## config.mk

```make
export PLATFORM = sky130hd
export DESIGN_NAME = dispatch_steer
export DESIGN_NICKNAME = d
export VERILOG_FILES = /design/src/rtl/dispatch_steer_pkg.sv /design/src/rtl/dispatch_steer_rr_arbiter.sv /design/src/rtl/dispatch_steer.sv
export SDC_FILE = /design/constraint.sdc
export NUM_CORES = 1
export LEC_CHECK = 0
export ABC_CLOCK_PERIOD_IN_PS = 4150
export BUFFER_PORTS_ARGS = -buffer_cell sky130_fd_sc_hd__clkbuf_2
export CORE_ASPECT_RATIO = 1.25
export CORE_MARGIN = 5
export CORE_UTILIZATION = 30
export CTS_CLUSTER_SIZE = 16
export DETAILED_ROUTE_END_ITERATION = 8
export PLACE_DENSITY = 0.53
export SETUP_SLACK_MARGIN = 0.1
export SKIP_CTS_REPAIR_TIMING = 1
export SLEW_MARGIN = 25
export SYNTH_ARGS = -nofsm -noshare
export SYNTH_HDL_FRONTEND = slang
export SYNTH_SLANG_ARGS = --single-unit
export TNS_END_PERCENT = 10
```

## constraint.sdc

```tcl
create_clock -name clk -period 4.15 [get_ports clk]
set_input_delay 0.415 -clock clk [delete_from_list [all_inputs] [get_ports clk]]
set_output_delay 0.415 -clock clk [all_outputs]
set_load 0.1 [all_outputs]
```

## src/rtl/dispatch_steer_pkg.sv

```systemverilog
`default_nettype none
// ============================================================================
// Module   : dispatch_steer_pkg
// Brief    : Shared core types and sizing for dispatch and the RS slice.
// Revision : 1.0
// ============================================================================
package dispatch_steer_pkg;

  localparam int NUM_FUS     = 4;
  localparam int RS_ENTRIES  = 8;
  localparam int RS_CREDIT_W = $clog2(RS_ENTRIES + 1);

  typedef struct packed {
    logic [5:0]  rob_idx;
    logic [7:0]  opcode;
    logic [6:0]  dst_preg;
    logic [6:0]  src1_preg;
    logic [6:0]  src2_preg;
    logic [15:0] imm;
  } disp_packet_t;

  // Index width that stays legal when only one RS exists.
  function automatic int unsigned idx_w(input int unsigned n);
    return (n > 1) ? $clog2(n) : 1;
  endfunction

endpackage
`default_nettype wire

```

## src/rtl/dispatch_steer_rr_arbiter.sv

```systemverilog
`default_nettype none
// ============================================================================
// Module   : rr_arbiter
// Brief    : Combinational round-robin pick of the first request at/after ptr.
// Revision : 1.0
// ============================================================================
module rr_arbiter
  import dispatch_steer_pkg::*;
#(
  parameter int unsigned N  = 4,
  localparam int unsigned PW = idx_w(N)
) (
  input  logic [N-1:0]  req,
  input  logic [PW-1:0] ptr,
  output logic [N-1:0]  grant_onehot,
  output logic [PW-1:0] grant_idx,
  output logic          grant_valid
);

  int unsigned w_j;

  function automatic int unsigned wrap_idx(input logic [PW-1:0] base, input int unsigned off);
    int unsigned s;
    s = 32'(base) + off;
    return (s >= N) ? s - N : s;
  endfunction

  always_comb begin
    grant_onehot = '0;
    grant_idx    = '0;
    grant_valid  = 1'b0;
    w_j          = 0;
    for (int unsigned i = 0; i < N; i++) begin
      w_j = wrap_idx(ptr, i);
      if (!grant_valid && req[w_j]) begin
        grant_valid  = 1'b1;
        grant_idx    = PW'(w_j);
        grant_onehot = N'(1) << w_j;
      end
    end
  end

endmodule
`default_nettype wire

```

## src/rtl/dispatch_steer.sv

```systemverilog
`default_nettype none
// ============================================================================
// Module   : dispatch_steer
// Brief    : Credit-based round-robin steering of dispatch packets to RSs.
// Revision : 1.0
// ============================================================================
module dispatch_steer
  import dispatch_steer_pkg::*;
#(
  parameter  int NUM_RS   = NUM_FUS,
  parameter  int RS_DEPTH = RS_ENTRIES,
  localparam int CW       = $clog2(RS_DEPTH + 1),
  localparam int DW       = RS_DEPTH * NUM_RS
) (
  input  logic                 clk,
  input  logic                 rst,
  input  logic                 flush,
  input  logic                 in_valid,
  output logic                 in_ready,
  input  disp_packet_t         in_pkt,
  input  logic [NUM_RS-1:0]    in_fu_mask,
  input  logic [DW-1:0]        in_dep_mask,
  output logic [NUM_RS-1:0]    out_valid,
  output disp_packet_t         out_pkt,
  output logic [DW-1:0]        out_dep_mask,
  input  logic [NUM_RS-1:0]    rs_issue,
  output logic [NUM_RS*CW-1:0] credits,
  output logic                 credit_err,
  output logic [31:0]          stall_cycles
);

  localparam int PW = idx_w(NUM_RS);
  localparam logic [CW-1:0] C_FULL = CW'(RS_DEPTH);

  logic [CW-1:0]     r_credit [NUM_RS];
  logic [PW-1:0]     r_rr_ptr;
  logic [NUM_RS-1:0] r_out_valid;
  disp_packet_t      r_out_pkt;
  logic [DW-1:0]     r_out_dep_mask;
  logic              r_credit_err;
  logic [31:0]       r_stall_cycles;

  logic [NUM_RS-1:0] w_elig;
  logic [NUM_RS-1:0] w_at_full;
  logic [NUM_RS-1:0] w_grant_onehot;
  logic [PW-1:0]     w_grant_idx;
  logic              w_grant_valid;
  logic              w_accept;
  logic [NUM_RS-1:0] w_dec;
  logic [NUM_RS-1:0] w_ovf;
  logic              w_bad_mask;
  logic              w_stall;
  logic [PW-1:0]     w_ptr_next;

  generate
    for (genvar k = 0; k < NUM_RS; k++) begin : g_rs
      assign w_elig[k]             = in_fu_mask[k] & (r_credit[k] != '0);
      assign w_at_full[k]          = (r_credit[k] == C_FULL);
      assign credits[k*CW +: CW]   = r_credit[k];
    end
  endgenerate

  rr_arbiter #(
    .N (NUM_RS)
  ) u_rr_arbiter (
    .req          (w_elig),
    .ptr          (r_rr_ptr),
    .grant_onehot (w_grant_onehot),
    .grant_idx    (w_grant_idx),
    .grant_valid  (w_grant_valid)
  );

  assign in_ready   = w_grant_valid & ~flush;
  assign w_accept   = in_valid & in_ready;
  assign w_dec      = w_accept ? w_grant_onehot : '0;
  // Issue landing on a full RS with no matching dispatch means the RS and we disagree.
  assign w_ovf      = rs_issue & ~w_dec & w_at_full;
  assign w_bad_mask = in_valid & (in_fu_mask == '0);
  assign w_stall    = in_valid & ~in_ready & ~flush;
  assign w_ptr_next = (w_grant_idx == PW'(NUM_RS - 1)) ? '0 : w_grant_idx + PW'(1);

  always_ff @(posedge clk or negedge rst) begin
    if (!rst) begin
      r_out_valid    <= '0;
      r_out_pkt      <= '0;
      r_out_dep_mask <= '0;
      r_rr_ptr       <= '0;
      r_credit_err   <= 1'b0;
      r_stall_cycles <= '0;
      for (int k = 0; k < NUM_RS; k++) begin
        r_credit[k] <= C_FULL;
      end
    end else begin
      r_out_valid <= flush ? '0 : w_dec;
      if (w_accept) begin
        r_out_pkt      <= in_pkt;
        r_out_dep_mask <= in_dep_mask;
        r_rr_ptr       <= w_ptr_next;
      end
      // Flushed RSs are empty, so every counter returns to full and issues are moot.
      for (int k = 0; k < NUM_RS; k++) begin
        if (flush) begin
          r_credit[k] <= C_FULL;
        end else if (w_dec[k] && !rs_issue[k]) begin
          r_credit[k] <= r_credit[k] - CW'(1);
        end else if (!w_dec[k] && rs_issue[k] && !w_at_full[k]) begin
          r_credit[k] <= r_credit[k] + CW'(1);
        end
      end
      if (((|w_ovf) && !flush) || w_bad_mask) begin
        r_credit_err <= 1'b1;
      end
      if (w_stall && (r_stall_cycles != '1)) begin
        r_stall_cycles <= r_stall_cycles + 32'd1;
      end
    end
  end

  assign out_valid    = r_out_valid;
  assign out_pkt      = r_out_pkt;
  assign out_dep_mask = r_out_dep_mask;
  assign credit_err   = r_credit_err;
  assign stall_cycles = r_stall_cycles;

endmodule
`default_nettype wire

```

==> flow_metrics.tcl, run 1 <==
set metrics [dict create \
    hold_class "input pin to asynchronous set/reset pin" \
    gp_congestion 0.816 \
    p_int_mw 2.98 \
    cp-start-kind "flip-flop" \
    worst-endpoint-arrival_ps 3950 \
    first_pass_iters 5 \
    root_buffer "clkbuf_16" \
    grt_max_degree 85 \
    ys.flop_type "dfrtp_1" \
    ys_seq_elements 138 \
    antenna_found_initial 0 \
    fmax_mhz 278 \
    antennaDiodeCount 0 \
    worstMarginPinSlew_ps 814 \
    num_vias 5707 \
    cp_num_buf_inv 1 \
    gr-total-overflow 0 \
    pwr-share-clk_pct 24.1 \
    drt_iter0_drc 306 \
    maxCapViolCount 0 \
    power.leakage_nw 4.67 \
    fin_skew_ps 15.4 \
    fin_util_pct 39.6 \
    final_cell_mix "nand2_1 (284), clkbuf_2 (230), dfrtp_1 (134)" \
    finalHoldViolCount 0 \
    clk_path_buf_depth 2 \
    vdd.ir_drop.worst_mv 0.332 \
    coreArea_um2 22100 \
    grt_first_pass_wirelength_um 30700 \
    cts_htree_levels 4 \
    timing.final.crit_period_ps 3600 \
    dp_hpwl_um 13700 \
    p_switching_mw 3.13 \
    power_density_nw_per_um2 701 \
    ys_async_sr_fraction_pct 100 \
    wl_um 19000 \
    ys_seq_area_share_pct 51.9 \
    p_sw_share_pct 51.2 \
    required_ps 4490 \
    cts_tree "built" \
    drc 0 \
    tns_ps 0 \
    worstSetupPathType "flip-flop to flip-flop" \
    synthTopCellsByArea "dfrtp_1 (50%), nand2_1 (16%), xnor2_1 (4.6%)" \
    start_util_pct 30.2 \
    syn2layout_area_growth_pct 30.8 \
    max_stage_delay_ps 550 \
    drive_above_1_share_pct 31.6 \
    synth_top_area_share_pct 50.3 \
    numCtsBuffers 17 \
    status "finished, final reports clean" \
    cp-end-kind "flip-flop" \
    synthesis.nets 828 \
    ys_types 63 \
    path_clk_slew_ps 70 \
    wire_per_inst_um 15.3 \
    track_usage_pct 15.1 \
    insertion_delay_ps 420 \
    vias_per_cell 4.59 \
    setup_viol 0 \
    slew-limit-headroom_pct 45.7 \
    syn_avg_cell_area_um2 9.30 \
    worst_path_max_delay_cell "dfrtp_1" \
    synthCells 717 \
    synth_top_area_cell "dfrtp_1" \
    pwr-share-seq_pct 28.9 \
    clkSinkCount 138 \
    r2r_cells 14 \
    final_antenna_net_count 0 \
    crit_family "compound AO/OA/AOI/OAI gates" \
    die_h_um 177 \
    die_x_um 143 \
    yosysWarnings 0 \
    rows 61 \
    combPwrFrac_pct 47.0 \
    die-area_um2 25300 \
    period_share_pct 86.8 \
    path_max_fanout 11 \
    portBuffers 231 \
    nets 1059 \
    grt_pass1_vias 5855 \
    final_common_cell "nand2_1" \
    syn_area_um2 6670 \
    drv_slew 0 \
    grt_setup_unrepaired "false" \
    crit_path_cell_trace "inv_1, ha_2, nor2_1, and3_1, o211ai_1, a21boi_0, o21a_1, and2_1, ha_1, a21o_1, a21oi_1, nor4b_1, nand2_1, a31o_1" \
    ioPinCount 232 \
    cp.depth 14 \
    synth_edf_count 0 \
]
## cell usage after synthesis (all sizes together), types with 5 or more instances
cell	instances
nand2	284
dfrtp	134
xnor2	35
nor2	34
clkbuf	25
nand3	19
ha	13
inv	12
nand4	11
o21ai	11
and3	9
a21oi	8
xor2	8
nand2b	7
nor3	7
buf	6
mux2i	6
nor4	6
nand3b	5
nor2b	5
## worst paths after layout
check | startpoint | endpoint | slack, ps
worst max-delay path | r_rr_ptr[1]$_DFFE_PN0N_ | credits[7]$_DFFE_PN1P_ | 550
worst min-delay path | rst | stall_cycles[9]$_DFFE_PN0P_ | 60
worst max register to register | r_rr_ptr[1]$_DFFE_PN0N_ | credits[7]$_DFFE_PN1P_ | 550
worst min register to register | out_dep_mask[31]$_DFFE_PN0N_ | out_dep_mask[31]$_DFFE_PN0N_ | 470
max in group asynchronous | rst | out_dep_mask[1]$_DFFE_PN0N_ | 3100
min in group clk | in_dep_mask[26] | out_dep_mask[26]$_DFFE_PN0N_ | 180
## cells by family after synthesis
kind of cell    after synthesis  synth area share (%)
fa+ha+maj                    16                  3.34
compound gates               68                  8.22
buf+inv                      43                  2.78
mux                          11                  2.66
xor+xnor                     43                  5.65
simple gates                398                  25.5
flops                       138                  51.9
## power by group through the flow
stage          registers [mW]  logic [mW]  clock network [mW]
6_report                 1.77        2.87                1.47
5_1_grt                  1.81        3.04                1.59
4_1_cts                  1.77        2.88                1.54
3_5_place_dp             1.79        2.88                   0
3_3_place_gp             1.78        2.89                   0
2_1_floorplan            3.23       0.901                   0
## layout make-up
type                       instances  area, um^2
multi-input combinational        536        3040
sequential                       138        3460
clock buffer                      18         439
timing repair buffer             243        1250
tap                              283         354
clock inverter                    14         133
inverter                          12        45.0
fill                            2285       13300
## through the flow
step                cell area, um^2  hold slack [ps]  power (mW)  worst slack [ps]  instances
floorplan                      6670              119        4.14               443        717
global placement               8150              458        4.67               602       1212
detailed placement             8150              461        4.67               541       1212
CTS                            8720             99.0        6.19               522       1244
global route                   8720              124        6.44               138       1244
finish                         8720             62.2        6.11               548       1244
## registers in the layout (all words and copies together), names as in the netlist, named ones only
| name | count |
|---|---|
| stall_cycles | 32 |
| out_valid | 4 |
| credit_err | 1 |
| credits | 16 |
| r_rr_ptr | 1 |
| out_pkt | 51 |
| out_dep_mask | 32 |
## routing by layer
layer	GRT usage [%]	routed length [um]	up-vias
li1	-	-	2840
met1	18.3	7920	2710
met2	26.3	9790	141
met3	3.59	1010	16
met4	5.14	259	0
met5	0	0	-
(Power assumes the default switching activity.)
==> run 2, diff against run 1 <==
--- a/config.mk
+++ b/config.mk
@@ -7,12 +7,13 @@
 export LEC_CHECK = 0
 export ABC_CLOCK_PERIOD_IN_PS = 4150
 export BUFFER_PORTS_ARGS = -buffer_cell sky130_fd_sc_hd__clkbuf_2
+export CAP_MARGIN = 20
 export CORE_ASPECT_RATIO = 1.25
 export CORE_MARGIN = 5
 export CORE_UTILIZATION = 30
 export CTS_CLUSTER_SIZE = 16
 export DETAILED_ROUTE_END_ITERATION = 8
-export PLACE_DENSITY = 0.53
+export PLACE_DENSITY = 0.63
 export SETUP_SLACK_MARGIN = 0.1
 export SKIP_CTS_REPAIR_TIMING = 1
 export SLEW_MARGIN = 25
==> run 2 against run 1 <==
  * Clock skew decreased by 2.2 ps
  * Core utilization is 0.074 points higher
  * Die area unchanged
  * Via count increased by 2.3%
  * Hold slack worse by 43 ps
  * Largest cell class unchanged
  * Sequential share of layout area decreased by 0.074 points
  * Largest power group unchanged
  * Final area up 0.19%
==> flow_metrics.tcl, run 2 (synthesis results as in run 1) <==
set metrics [dict create \
    status "finished, final reports clean" \
    setup_viol 0 \
    final_common_cell "nand2_1" \
    worstSetupPathType "flip-flop to flip-flop" \
    r2r-start "r_rr_ptr[1]$_DFFE_PN0N_" \
    period_share_pct 87.6 \
    path_max_fanout 11 \
    fillers 2244 \
    cts_htree_levels 4 \
    antenna_found_initial 1 \
    grt_first_pass_wirelength_um 29400 \
    final_cell_mix "nand2_1 (284), clkbuf_2 (230), dfrtp_1 (134)" \
    grt_max_degree 75 \
    final_antenna_net_count 0 \
    cts_tree "built" \
    cp-start-kind "flip-flop" \
    dp_hpwl_um 13500 \
    p_int_mw 3.13 \
    p_switching_mw 3.05 \
    r2r-end "credits[7]$_DFFE_PN1P_" \
    rows 61 \
    track_usage_pct 14.5 \
    maxCapViolCount 0 \
    pwr-share-seq_pct 28.6 \
    required_ps 4480 \
    r2r_setup_slack_ps 510 \
    wire_per_inst_um 14.9 \
    grt_setup_unrepaired "false" \
    ioPinCount 232 \
    vias_per_cell 4.70 \
    die-area_um2 25300 \
    drt_iter0_drc 260 \
    cp-end-kind "flip-flop" \
    drc 0 \
    critPathLaunch "r_rr_ptr[1]$_DFFE_PN0N_" \
    power.leakage_nw 4.68 \
    die_h_um 177 \
    antennaDiodeCount 0 \
    insertion_delay_ps 410 \
    vdd.ir_drop.worst_mv 0.343 \
    clkSinkCount 138 \
    start_util_pct 30.2 \
    first_pass_iters 4 \
    drive_above_1_share_pct 31.3 \
    timing.final.crit_period_ps 3640 \
    grt_pass1_vias 5654 \
    fin_skew_ps 13.2 \
    combPwrFrac_pct 46.3 \
    fmax_mhz 275 \
    portBuffers 231 \
    coreArea_um2 22100 \
    fin_area_um2 8740 \
    clk_path_buf_depth 2 \
    power_density_nw_per_um2 707 \
    hold_class "input pin to asynchronous set/reset pin" \
    wl_um 18500 \
    numCtsBuffers 17 \
    gr-total-overflow 0 \
    r2r_cells 14 \
    pwr-share-clk_pct 25.1 \
    syn2layout_area_growth_pct 31.1 \
    num_vias 5840 \
    post_dp_cell_area_um2 8150 \
    gp_congestion 0.875 \
    worstMarginPinSlew_ps 741 \
    p_sw_share_pct 49.4 \
    nets 1060 \
    worst-endpoint-arrival_ps 3970 \
    tns_ps 0 \
    finalHoldViolCount 0 \
    root_buffer "clkbuf_16" \
    largest_reg_flops 51 \
    die_x_um 143 \
    path_clk_slew_ps 60 \
    drv_slew 0 \
    slew-limit-headroom_pct 50.6 \
]
## run 2: power groups by stage
| stage | clock network (mW) | logic [mW] | registers (mW) |
|---|---|---|---|
| after global placement | 0 | 2.86 | 1.78 |
| after global routing | 1.65 | 3.02 | 1.81 |
| after detailed placement | 0 | 2.87 | 1.79 |
| after CTS | 1.60 | 2.87 | 1.77 |
| final | 1.55 | 2.86 | 1.77 |
| after floorplan | 0 | 0.901 | 3.23 |
## run 2: cell type report
| class | instances | area, um^2 | share of cell area, % |
|---|---|---|---|
| Clock buffer | 19 | 443 | 5.07 |
| Clock inverter | 10 | 145 | 1.66 |
| Inverter | 12 | 45.0 | 0.515 |
| Multi-Input combinational cell | 536 | 3040 | 34.7 |
| Sequential cell | 138 | 3460 | 39.6 |
| Tap cell | 283 | 354 | 4.05 |
| Timing Repair Buffer | 244 | 1260 | 14.4 |
## run 2: through the flow
step	power, mW	hold slack (ps)	utilization [%]	worst slack, ps	instances
2_1_floorplan	4.14	119	-	443	717
3_3_place_gp	4.64	457	37.0	667	1213
3_5_place_dp	4.66	461	37.0	582	1213
4_1_cts	6.24	38.5	39.6	560	1242
5_1_grt	6.48	64.0	39.6	228	1242
6_report	6.18	19.4	39.6	515	1242
## run 2: worst max-delay path: stages, from the launching register on
cell and delay, ps:
dfrtp_1 530, inv_1 150, ha_1 500, nor2_1 100, and3_1 190, o211ai_1 330, a21boi_0 150, o21a_1 350
and2_1 270, ha_1 280, a21o_1 100, a21oi_1 90, nor4b_1 240, nand2_1 90, a31o_1 200
## run 2: per-layer routing
metal	wire (um)	part of all wire, %	GRT usage, %	up-vias
met3	1200	6.5	3.78	22
met4	335	1.8	4.83	2
met5	7	0.038	0	-
met2	9270	50	24.0	181
li1	-	-	-	2847
met1	7720	42	18.3	2788
## run 2: worst max path at each step
stage                             end  slack, ps  depth (start not counted)
2_1_floorplan  credits[7]$_DFFE_PN1P_        440                         14
3_3_place_gp   credits[7]$_DFFE_PN1P_        670                         14
3_5_place_dp   credits[7]$_DFFE_PN1P_        580                         13
4_1_cts        credits[7]$_DFFE_PN1P_        560                         14
5_1_grt        credits[7]$_DFFE_PN1P_        230                         14
6_report       credits[7]$_DFFE_PN1P_        510                         14
